**src/rtl/router_pkg.sv**
```systemverilog
// Shared definitions for the virtual-channel router: default geometry,
// direction route codes and the per-VC state encoding.
package router_pkg;

  localparam int NUM_PORTS_DEF = 6;
  localparam int ADDR_W_DEF    = 3;

  localparam logic [ADDR_W_DEF-1:0] DIR_LOCAL = 3'b000;
  localparam logic [ADDR_W_DEF-1:0] DIR_EAST  = 3'b001;
  localparam logic [ADDR_W_DEF-1:0] DIR_NORTH = 3'b011;
  localparam logic [ADDR_W_DEF-1:0] DIR_WEST  = 3'b010;
  localparam logic [ADDR_W_DEF-1:0] DIR_SOUTH = 3'b110;
  localparam logic [ADDR_W_DEF-1:0] DIR_UP    = 3'b100;

  // Port i's code sits at bits [i*ADDR_W +: ADDR_W]; port 0 is LOCAL.
  localparam logic [NUM_PORTS_DEF*ADDR_W_DEF-1:0] PORT_CODES_DEF =
    {DIR_UP, DIR_SOUTH, DIR_WEST, DIR_NORTH, DIR_EAST, DIR_LOCAL};

  typedef enum logic {
    IDLE   = 1'b0,
    ACTIVE = 1'b1
  } vc_state_e;

endpackage

```
**src/rtl/route_code_match.sv**
```systemverilog
// Combinational route-code matcher: compares a route code against every
// port code and returns a one-hot enable for the lowest matching port.
module route_code_match #(
  parameter int                          NUM_PORTS  = router_pkg::NUM_PORTS_DEF,
  parameter int                          ADDR_W     = router_pkg::ADDR_W_DEF,
  parameter logic [NUM_PORTS*ADDR_W-1:0] PORT_CODES = router_pkg::PORT_CODES_DEF
) (
  input  logic [ADDR_W-1:0]    route_addr,
  output logic [NUM_PORTS-1:0] onehot,
  output logic                 hit
);

  // Priority match: the first (lowest-index) port whose code equals route_addr wins.
  always_comb begin
    // NOTE: defaults first so every path assigns every output; no latch inferred.
    onehot = '0;
    hit    = 1'b0;
    for (int i = 0; i < NUM_PORTS; i++) begin
      if (!hit && (route_addr == PORT_CODES[i*ADDR_W +: ADDR_W])) begin
        onehot[i] = 1'b1;
        hit       = 1'b1;
      end
    end
  end

endmodule

```
**src/rtl/route_port_decoder.sv**
```systemverilog
// Registered route decoder: decodes head flits into a one-hot output-port
// enable, holds it per virtual channel until the tail, and flags illegal
// codes and protocol errors with a saturating error counter.
module route_port_decoder
  import router_pkg::*;
#(
  parameter int                          NUM_PORTS  = NUM_PORTS_DEF,
  parameter int                          ADDR_W     = ADDR_W_DEF,
  parameter logic [NUM_PORTS*ADDR_W-1:0] PORT_CODES = PORT_CODES_DEF,
  parameter int                          NUM_VC     = 2,
  parameter int                          VC_W       = (NUM_VC > 1) ? $clog2(NUM_VC) : 1
) (
  input  logic                 clk,
  input  logic                 rst,
  input  logic                 flit_valid,
  output logic                 flit_ready,
  input  logic [VC_W-1:0]      flit_vc,
  input  logic                 flit_head,
  input  logic                 flit_tail,
  input  logic [ADDR_W-1:0]    route_addr,
  output logic                 out_valid,
  input  logic                 out_ready,
  output logic [NUM_PORTS-1:0] out_en,
  output logic [VC_W-1:0]      out_vc,
  output logic                 route_err,
  output logic [7:0]           err_count,
  output logic [NUM_VC-1:0]    vc_busy
);

  vc_state_e              state_q [NUM_VC];
  logic [NUM_PORTS-1:0]   held_q  [NUM_VC];

  logic                   out_valid_q;
  logic [NUM_PORTS-1:0]   out_en_q;
  logic [VC_W-1:0]        out_vc_q;
  logic                   route_err_q;
  logic [7:0]             err_count_q;

  logic [NUM_PORTS-1:0]   dec_onehot;
  logic                   dec_hit;
  logic                   accept;

  vc_state_e              cur_state;
  logic [NUM_PORTS-1:0]   cur_held;
  vc_state_e              state_d;
  logic [NUM_PORTS-1:0]   held_d;
  logic [NUM_PORTS-1:0]   out_en_d;
  logic                   route_err_d;

  route_code_match #(
    .NUM_PORTS  (NUM_PORTS),
    .ADDR_W     (ADDR_W),
    .PORT_CODES (PORT_CODES)
  ) u_match (
    .route_addr (route_addr),
    .onehot     (dec_onehot),
    .hit        (dec_hit)
  );

  assign flit_ready = !out_valid_q || out_ready;
  assign accept     = flit_valid && flit_ready;

  // Select the addressed VC's state and held route.
  always_comb begin
    cur_state = IDLE;
    cur_held  = '0;
    for (int v = 0; v < NUM_VC; v++) begin
      if (VC_W'(v) == flit_vc) begin
        cur_state = state_q[v];
        cur_held  = held_q[v];
      end
    end
  end

  // Next VC state and output beat for the presented flit. An abandoned head
  // that also misses counts as a single erroneous beat.
  always_comb begin
    state_d     = cur_state;
    held_d      = cur_held;
    out_en_d    = '0;
    route_err_d = 1'b0;
    if (flit_head) begin
      out_en_d    = dec_onehot;
      route_err_d = !dec_hit || (cur_state == ACTIVE);
      if (dec_hit && !flit_tail) begin
        state_d = ACTIVE;
        held_d  = dec_onehot;
      end else begin
        state_d = IDLE;
        held_d  = '0;
      end
    end else if (cur_state == ACTIVE) begin
      out_en_d = cur_held;
      if (flit_tail) begin
        state_d = IDLE;
        held_d  = '0;
      end
    end else begin
      route_err_d = 1'b1;
    end
  end

  // Per-VC state; only the addressed VC moves, and only on an accepted flit.
  always_ff @(posedge clk) begin
    if (rst) begin
      // NOTE: the held-route array is reset explicitly because a reset must drop every in-flight route.
      for (int v = 0; v < NUM_VC; v++) begin
        state_q[v] <= IDLE;
        held_q[v]  <= '0;
      end
    end else if (accept) begin
      for (int v = 0; v < NUM_VC; v++) begin
        if (VC_W'(v) == flit_vc) begin
          state_q[v] <= state_d;
          held_q[v]  <= held_d;
        end
      end
    end
  end

  // Output register: loads on accept, clears once drained, holds while stalled.
  always_ff @(posedge clk) begin
    if (rst) begin
      // NOTE: non-blocking assignments so every register samples pre-edge values.
      out_valid_q <= 1'b0;
      out_en_q    <= '0;
      out_vc_q    <= '0;
      route_err_q <= 1'b0;
    end else if (accept) begin
      out_valid_q <= 1'b1;
      out_en_q    <= out_en_d;
      out_vc_q    <= flit_vc;
      route_err_q <= route_err_d;
    end else if (out_ready) begin
      out_valid_q <= 1'b0;
      out_en_q    <= '0;
      out_vc_q    <= '0;
      route_err_q <= 1'b0;
    end
  end

  // Saturating error counter, one step per erroneous accepted beat.
  always_ff @(posedge clk) begin
    if (rst) begin
      err_count_q <= '0;
    end else if (accept && route_err_d && (err_count_q != 8'hFF)) begin
      err_count_q <= err_count_q + 8'd1;
    end
  end

  // Busy flags mirror the ACTIVE state of each VC.
  always_comb begin
    vc_busy = '0;
    for (int v = 0; v < NUM_VC; v++) begin
      vc_busy[v] = (state_q[v] == ACTIVE);
    end
  end

  assign out_valid = out_valid_q;
  assign out_en    = out_en_q;
  assign out_vc    = out_vc_q;
  assign route_err = route_err_q;
  assign err_count = err_count_q;

endmodule

```
**config.mk**
```make
export PLATFORM = sky130hd
export DESIGN_NAME = route_port_decoder
export DESIGN_NICKNAME = d
export VERILOG_FILES = /design/src/rtl/router_pkg.sv /design/src/rtl/route_code_match.sv /design/src/rtl/route_port_decoder.sv
export SDC_FILE = /design/constraint.sdc
export NUM_CORES = 1
export LEC_CHECK = 0
export CAP_MARGIN = 20
export CORE_ASPECT_RATIO = 0.8
export CORE_MARGIN = 2
export CORE_UTILIZATION = 50
export CTS_BUF_LIST = sky130_fd_sc_hd__clkbuf_8
export DETAILED_ROUTE_END_ITERATION = 6
export PLACE_DENSITY_LB_ADDON = 0.1
export SYNTH_ARGS = -nofsm -noshare
export SYNTH_HDL_FRONTEND = slang
export SYNTH_SLANG_ARGS = --single-unit
```
**constraint.sdc**
```tcl
create_clock -name clk -period 3.9 [get_ports clk]
set_input_delay 0.39 -clock clk [delete_from_list [all_inputs] [get_ports clk]]
set_output_delay 0.39 -clock clk [all_outputs]
set_load 0.05 [all_outputs]
```
==> results of run 1 <==
==> flip-flops by register name (all words and copies together), names as in the netlist <==
| name | count |
|---|---|
| out_en | 6 |
| held_q | 12 |
| out_vc | 1 |
| out_valid | 1 |
| route_err | 1 |
| state_q | 2 |
| err_count | 8 |
==> critical path, stage by stage <==
cell and delay [ps]:
clkdlybuf4s50_1 820, mux2i_4 460, mux2i_1 760, nor4_1 180, mux2_2 320
==> where the power goes <==
group	total (W)	internal (W)	switching, W	leakage, nW
Combinational	0.000111	0.0000399	0.0000709	0.340
Sequential	0.000362	0.000355	0.00000698	0.287
Clock	0.000228	0.000119	0.000108	0.0505
==> cell usage after synthesis (2+ instances only) <==
library cell,number
nor4bb_1,2
dfxtp_1,17
nand2_1,9
nor2_1,8
mux2i_1,7
a21oi_1,15
nand2b_1,2
inv_1,4
or4_1,3
edfxtp_1,14
o21ai_0,7
nor4_1,3
mux2_2,4
nor2b_1,3
o21bai_1,2
buf_6,2
nand4_1,2
o21a_1,4
clkbuf_1,3
nand4b_1,3
o31ai_1,4
nand3b_1,3
nand3_1,6
nor3_1,7
==> stage by stage <==
step            util  setup slack (ps)  std cells  cell area, sq um
2_1_floorplan      -              1770        148              1520
3_3_place_gp   0.646               981        210              1830
3_5_place_dp   0.646               800        210              1830
4_1_cts        0.674              1100        218              1910
5_1_grt        0.674               908        218              1910
6_report       0.674              1120        218              1910
==> layer usage <==
metal  vias to the layer above  routed length [um]  GRT usage
met4                         0                  72      0.132
met5                         -                   0          0
li1                        622                   -          -
met2                        48                1550      0.316
met1                       591                1490      0.285
met3                         9                 226     0.0638
==> final timing paths <==
path | cells after the start | startpoint | slack, ps | end
setup / recovery | 5 | flit_vc | 1120 | err_count[7]
hold / removal | 2 | out_en[0] | 480 | out_en[0]
setup reg to reg | 4 | state_q[0][0] | 1790 | err_count[7]
hold reg to reg | 2 | out_en[0] | 480 | out_en[0]
==> final cells by class <==
type	count	area, sq um	area share
multi-input combinational	107	706	0.370
timing repair buffer	30	298	0.156
sequential	31	761	0.399
clock buffer	5	68.8	0.0361
tap	38	47.5	0.0249
clock inverter	3	12.5	0.00656
inverter	4	15.0	0.00787
==> cells by family (layout without fill, tap and decap cells) <==
| group | count (synthesis) | count (layout) | share of synthesized area |
|---|---|---|---|
| compound gates | 38 | 38 | 0.157 |
| fa+ha+maj | 1 | 1 | 0.00824 |
| buf+inv | 10 | 42 | 0.0346 |
| flops | 31 | 31 | 0.501 |
| mux | 12 | 12 | 0.0906 |
| simple gates | 56 | 56 | 0.209 |
==> qor.yml, run 1 <==
routing:
  drcViolationCount: 0
  drt-initial-drc-count: 37
  via_count: 1270
  routed_wl_mm: 3.34
  dr.pass1.iters: 4
  ant_nets: 0
  vias_per_cell: 5.83
  post_drt_wl_per_cell_um: 15.3
yosys:
  synth_ff_type: "dfxtp_1"
  synth_cells: 148
  yosysTopAreaCellShare: 0.277
  ys_seq_area_frac: 0.501
  synth_edf_count: 14
  yosysWarnings: 0
  synth_area_sq_mm: 0.00152
  yosysTopAreaCell: "edfxtp_1"
  synth_cell_types: 38
  synth-async-reset-ratio: 0
  ys_ff_latch: 31
  syn-num-nets: 159
  avgSynthCellArea_sq_um: 10.3
  synth_area_leaders: "edfxtp_1 28%, dfxtp_1 22%, a21oi_1 4.9%"
clock_network:
  clockBufferDepth: 2
  postCtsSetupBuffers: 0
  ctsHoldBuffers: 0
  insertion_delay_ps: 280
  cts_tree: "done"
  cts_resized: 0
  clk_pin_slew_ps: 60
  cts_inserted_buffers: 5
  cts_root_buffer: "clkbuf_8"
  clkSinkCount: 31
  cts_max_level: 2
die:
  die_h_um: 53.3
  rows: 17
  coreArea_sq_mm: 0.00283
  io_pins: 30
  die-area_sq_mm: 0.00350
  die_x_um: 65.6
  start_util: 0.537
global_route:
  grt_max_degree: 26
  grt_pass1_vias: 1191
  grt_usage: 0.218
  overflow: 0
  antenna_found_initial: 0
  grt_pass1_wl_mm: 5.45
timing:
  skew_ps: 3.14
  worstMarginPinSlew_ps: 836
  finalCritPeriodShare: 0.712
  drv_slew: 0
  tns_ps: 0
  hold_slack_ps: 479
  finalHoldViolCount: 0
  fmax_mhz: 360
  rsz0062_at_grt: "no"
  setup_viol: 0
  post-route-min-period_ps: 2780
  maxSlewHeadroom: 0.427
layout:
  antenna_cells: 0
  final_layout_size_suffix_gt1_frac: 0.0833
  syn2layout_area_growth_pct: 25.6
  final_common_cell: "clkdlybuf4s50_1"
  layout.nets: 190
  mostFrequentLayoutCells: "29 x clkdlybuf4s50_1, 17 x dfxtp_1, 15 x a21oi_1"
  nFillCells: 228
setup_path:
  crit_required_ps: 4060
  worstPathArrival_ps: 2940
  cp-end-kind: "register"
  crit_type: "primary input to register"
  worstSetupStartpointType: "primary input"
  cp_max_fo: 12
power_and_ir_drop:
  power.density_mw_per_mm2: 367
  peakVddDrop_v: 0.000258
  p_leak_nw: 0.678
  power.total_w: 0.000700
worst_hold_path:
  min_path_type: "register to register"
run:
  max_cap_violations: 0
placement:
  hpwl_mm: 2.47
  place_congestion: 0.815
  io_buffer_count: 29
outcome:
  outcome: "completed"
Note: power is estimated with default switching activity, not from simulation.
==> inputs of run 2 (changes only) <==
--- a/config.mk
+++ b/config.mk
@@ -8,7 +8,7 @@
 export CAP_MARGIN = 20
 export CORE_ASPECT_RATIO = 0.8
 export CORE_MARGIN = 2
-export CORE_UTILIZATION = 50
+export CORE_UTILIZATION = 48
 export CTS_BUF_LIST = sky130_fd_sc_hd__clkbuf_8
 export DETAILED_ROUTE_END_ITERATION = 6
 export PLACE_DENSITY_LB_ADDON = 0.1
==> constraint.sdc (replaced) <==
create_clock -name clk -period 2.5 [get_ports clk]
set_input_delay 0.25 -clock clk [delete_from_list [all_inputs] [get_ports clk]]
set_output_delay 0.25 -clock clk [all_outputs]
set_load 0.05 [all_outputs]
==> qor.yml, run 2 (synthesis gave the netlist of run 1 again) <==
outcome:
  outcome: "completed"
layout:
  nFillCells: 260
  layout.nets: 199
  mostFrequentLayoutCells: "29 x clkdlybuf4s50_1, 17 x dfxtp_1, 15 x a21oi_1"
  final_cells: 229
  final_layout_size_suffix_gt1_frac: 0.132
  finish.instance_area_sq_mm: 0.00200
  syn2layout_area_growth_pct: 31.5
  largest-register: "held_q"
  largest_register_ffs: 12
  final_common_cell: "clkdlybuf4s50_1"
  antenna_cells: 0
clock_network:
  cts_max_level: 2
  cts_root_buffer: "clkbuf_8"
  clockBufferDepth: 2
  cts_resized: 0
  postCtsSetupBuffers: 0
  ctsHoldBuffers: 0
  cts_tree: "done"
  cts_inserted_buffers: 5
  clkSinkCount: 31
  clk_pin_slew_ps: 60
  insertion_delay_ps: 270
die:
  die-area_sq_mm: 0.00363
  coreArea_sq_mm: 0.00306
  io_pins: 30
  rows: 18
  start_util: 0.496
  die_x_um: 66.9
  die_h_um: 54.3
routing:
  vias_per_cell: 5.76
  drcViolationCount: 0
  post_drt_wl_per_cell_um: 15.2
  via_count: 1319
  dr.pass1.iters: 4
  ant_nets: 0
  routed_wl_mm: 3.49
  drt-initial-drc-count: 74
worst_hold_path:
  min_path_type: "register to register"
  min_to: "route_err"
  min_path_cells: 2
  hold_start: "route_err"
power_and_ir_drop:
  power.density_mw_per_mm2: 587
  p_leak_nw: 0.726
  peakVddDrop_v: 0.000401
  power_frac_seq: 0.481
  switching_share: 0.255
  clkPwrFrac: 0.358
  p_int_w: 0.000873
  pwr-share-comb: 0.161
  switchingPower_w: 0.000299
setup_path:
  crit_required_ps: 2250
  crit_type: "primary input to output port"
  reg2reg_slack_ps: 670
  r2r_start: "err_count[0]"
  r2r_end: "err_count[6]"
  worstSetupStartpointType: "primary input"
  reg2reg_depth: 5
  worstPathArrival_ps: 1850
  cp_max_fo: 5
  cp-end-kind: "output port"
timing:
  finalCritPeriodShare: 0.842
  skew_ps: 8.61
  fmax_mhz: 475
  worstMarginPinSlew_ps: 625
  finalHoldViolCount: 0
  tns_ps: 0
  setup_viol: 0
  rsz0062_at_grt: "no"
  worst_slack_ps: 396
  post-route-min-period_ps: 2100
  maxSlewHeadroom: 0.571
  drv_slew: 0
placement:
  place_congestion: 0.798
  hpwl_mm: 2.58
  placed_area_sq_mm: 0.00190
  place_ws_ps: 258
  place_inst: 221
  io_buffer_count: 29
global_route:
  antenna_found_initial: 0
  grt_max_degree: 18
  grt_pass1_vias: 1137
  grt_usage: 0.205
  grt_pass1_wl_mm: 5.41
  overflow: 0
run:
  max_cap_violations: 0
-- run 2: critical path: stages --
cell and delay (ps):
clkdlybuf4s50_1 550, nand2b_1 220, clkdlybuf4s50_1 830
-- run 2: worst max path at each step --
| stage | slack, ps | from | cells after the start | endpoint |
|---|---|---|---|---|
| CTS | 390 | out_ready | 3 | flit_ready |
| finish | 400 | out_ready | 3 | flit_ready |
| global route | 320 | out_ready | 3 | flit_ready |
| detailed placement | 260 | flit_vc | 5 | err_count[6] |
| global placement | 300 | flit_vc | 5 | err_count[7] |
| floorplan | 370 | out_valid | 4 | held_q[0][0] |
-- run 2: layout make-up --
cell class	instances	area (sq um)	area share
clock buffer	7	96.3	0.0482
tap	40	50.0	0.0251
sequential	31	761	0.381
inverter	4	15.0	0.00752
multi-input combinational	107	706	0.353
clock inverter	1	3.75	0.00188
timing repair buffer	39	365	0.183
-- run 2: power groups by stage --
stage	Combinational (W)	Sequential, W	Clock [W]
floorplan	0.0000809	0.000608	0
CTS	0.000187	0.000564	0.000428
finish	0.000189	0.000564	0.000419
global route	0.000202	0.000566	0.000451
global placement	0.000183	0.000574	0
detailed placement	0.000187	0.000575	0
-- run 2: per-layer routing --
| layer | global-route usage | up-vias | wire [um] |
|---|---|---|---|
| li1 | - | 648 | - |
| met1 | 0.295 | 630 | 1800 |
| met2 | 0.303 | 39 | 1490 |
| met3 | 0.0576 | 2 | 192 |
| met4 | 0.0510 | 0 | 12 |
| met5 | 0 | - | 0 |
-- run 2: metrics by stage --
step | utilization | total power, W | hold WS (ps)
6_report | 0.652 | 0.00117 | 479
4_1_cts | 0.652 | 0.00118 | 482
2_1_floorplan | - | 0.000688 | 401
5_1_grt | 0.652 | 0.00122 | 497
3_5_place_dp | 0.619 | 0.000762 | 470
3_3_place_gp | 0.619 | 0.000757 | 463
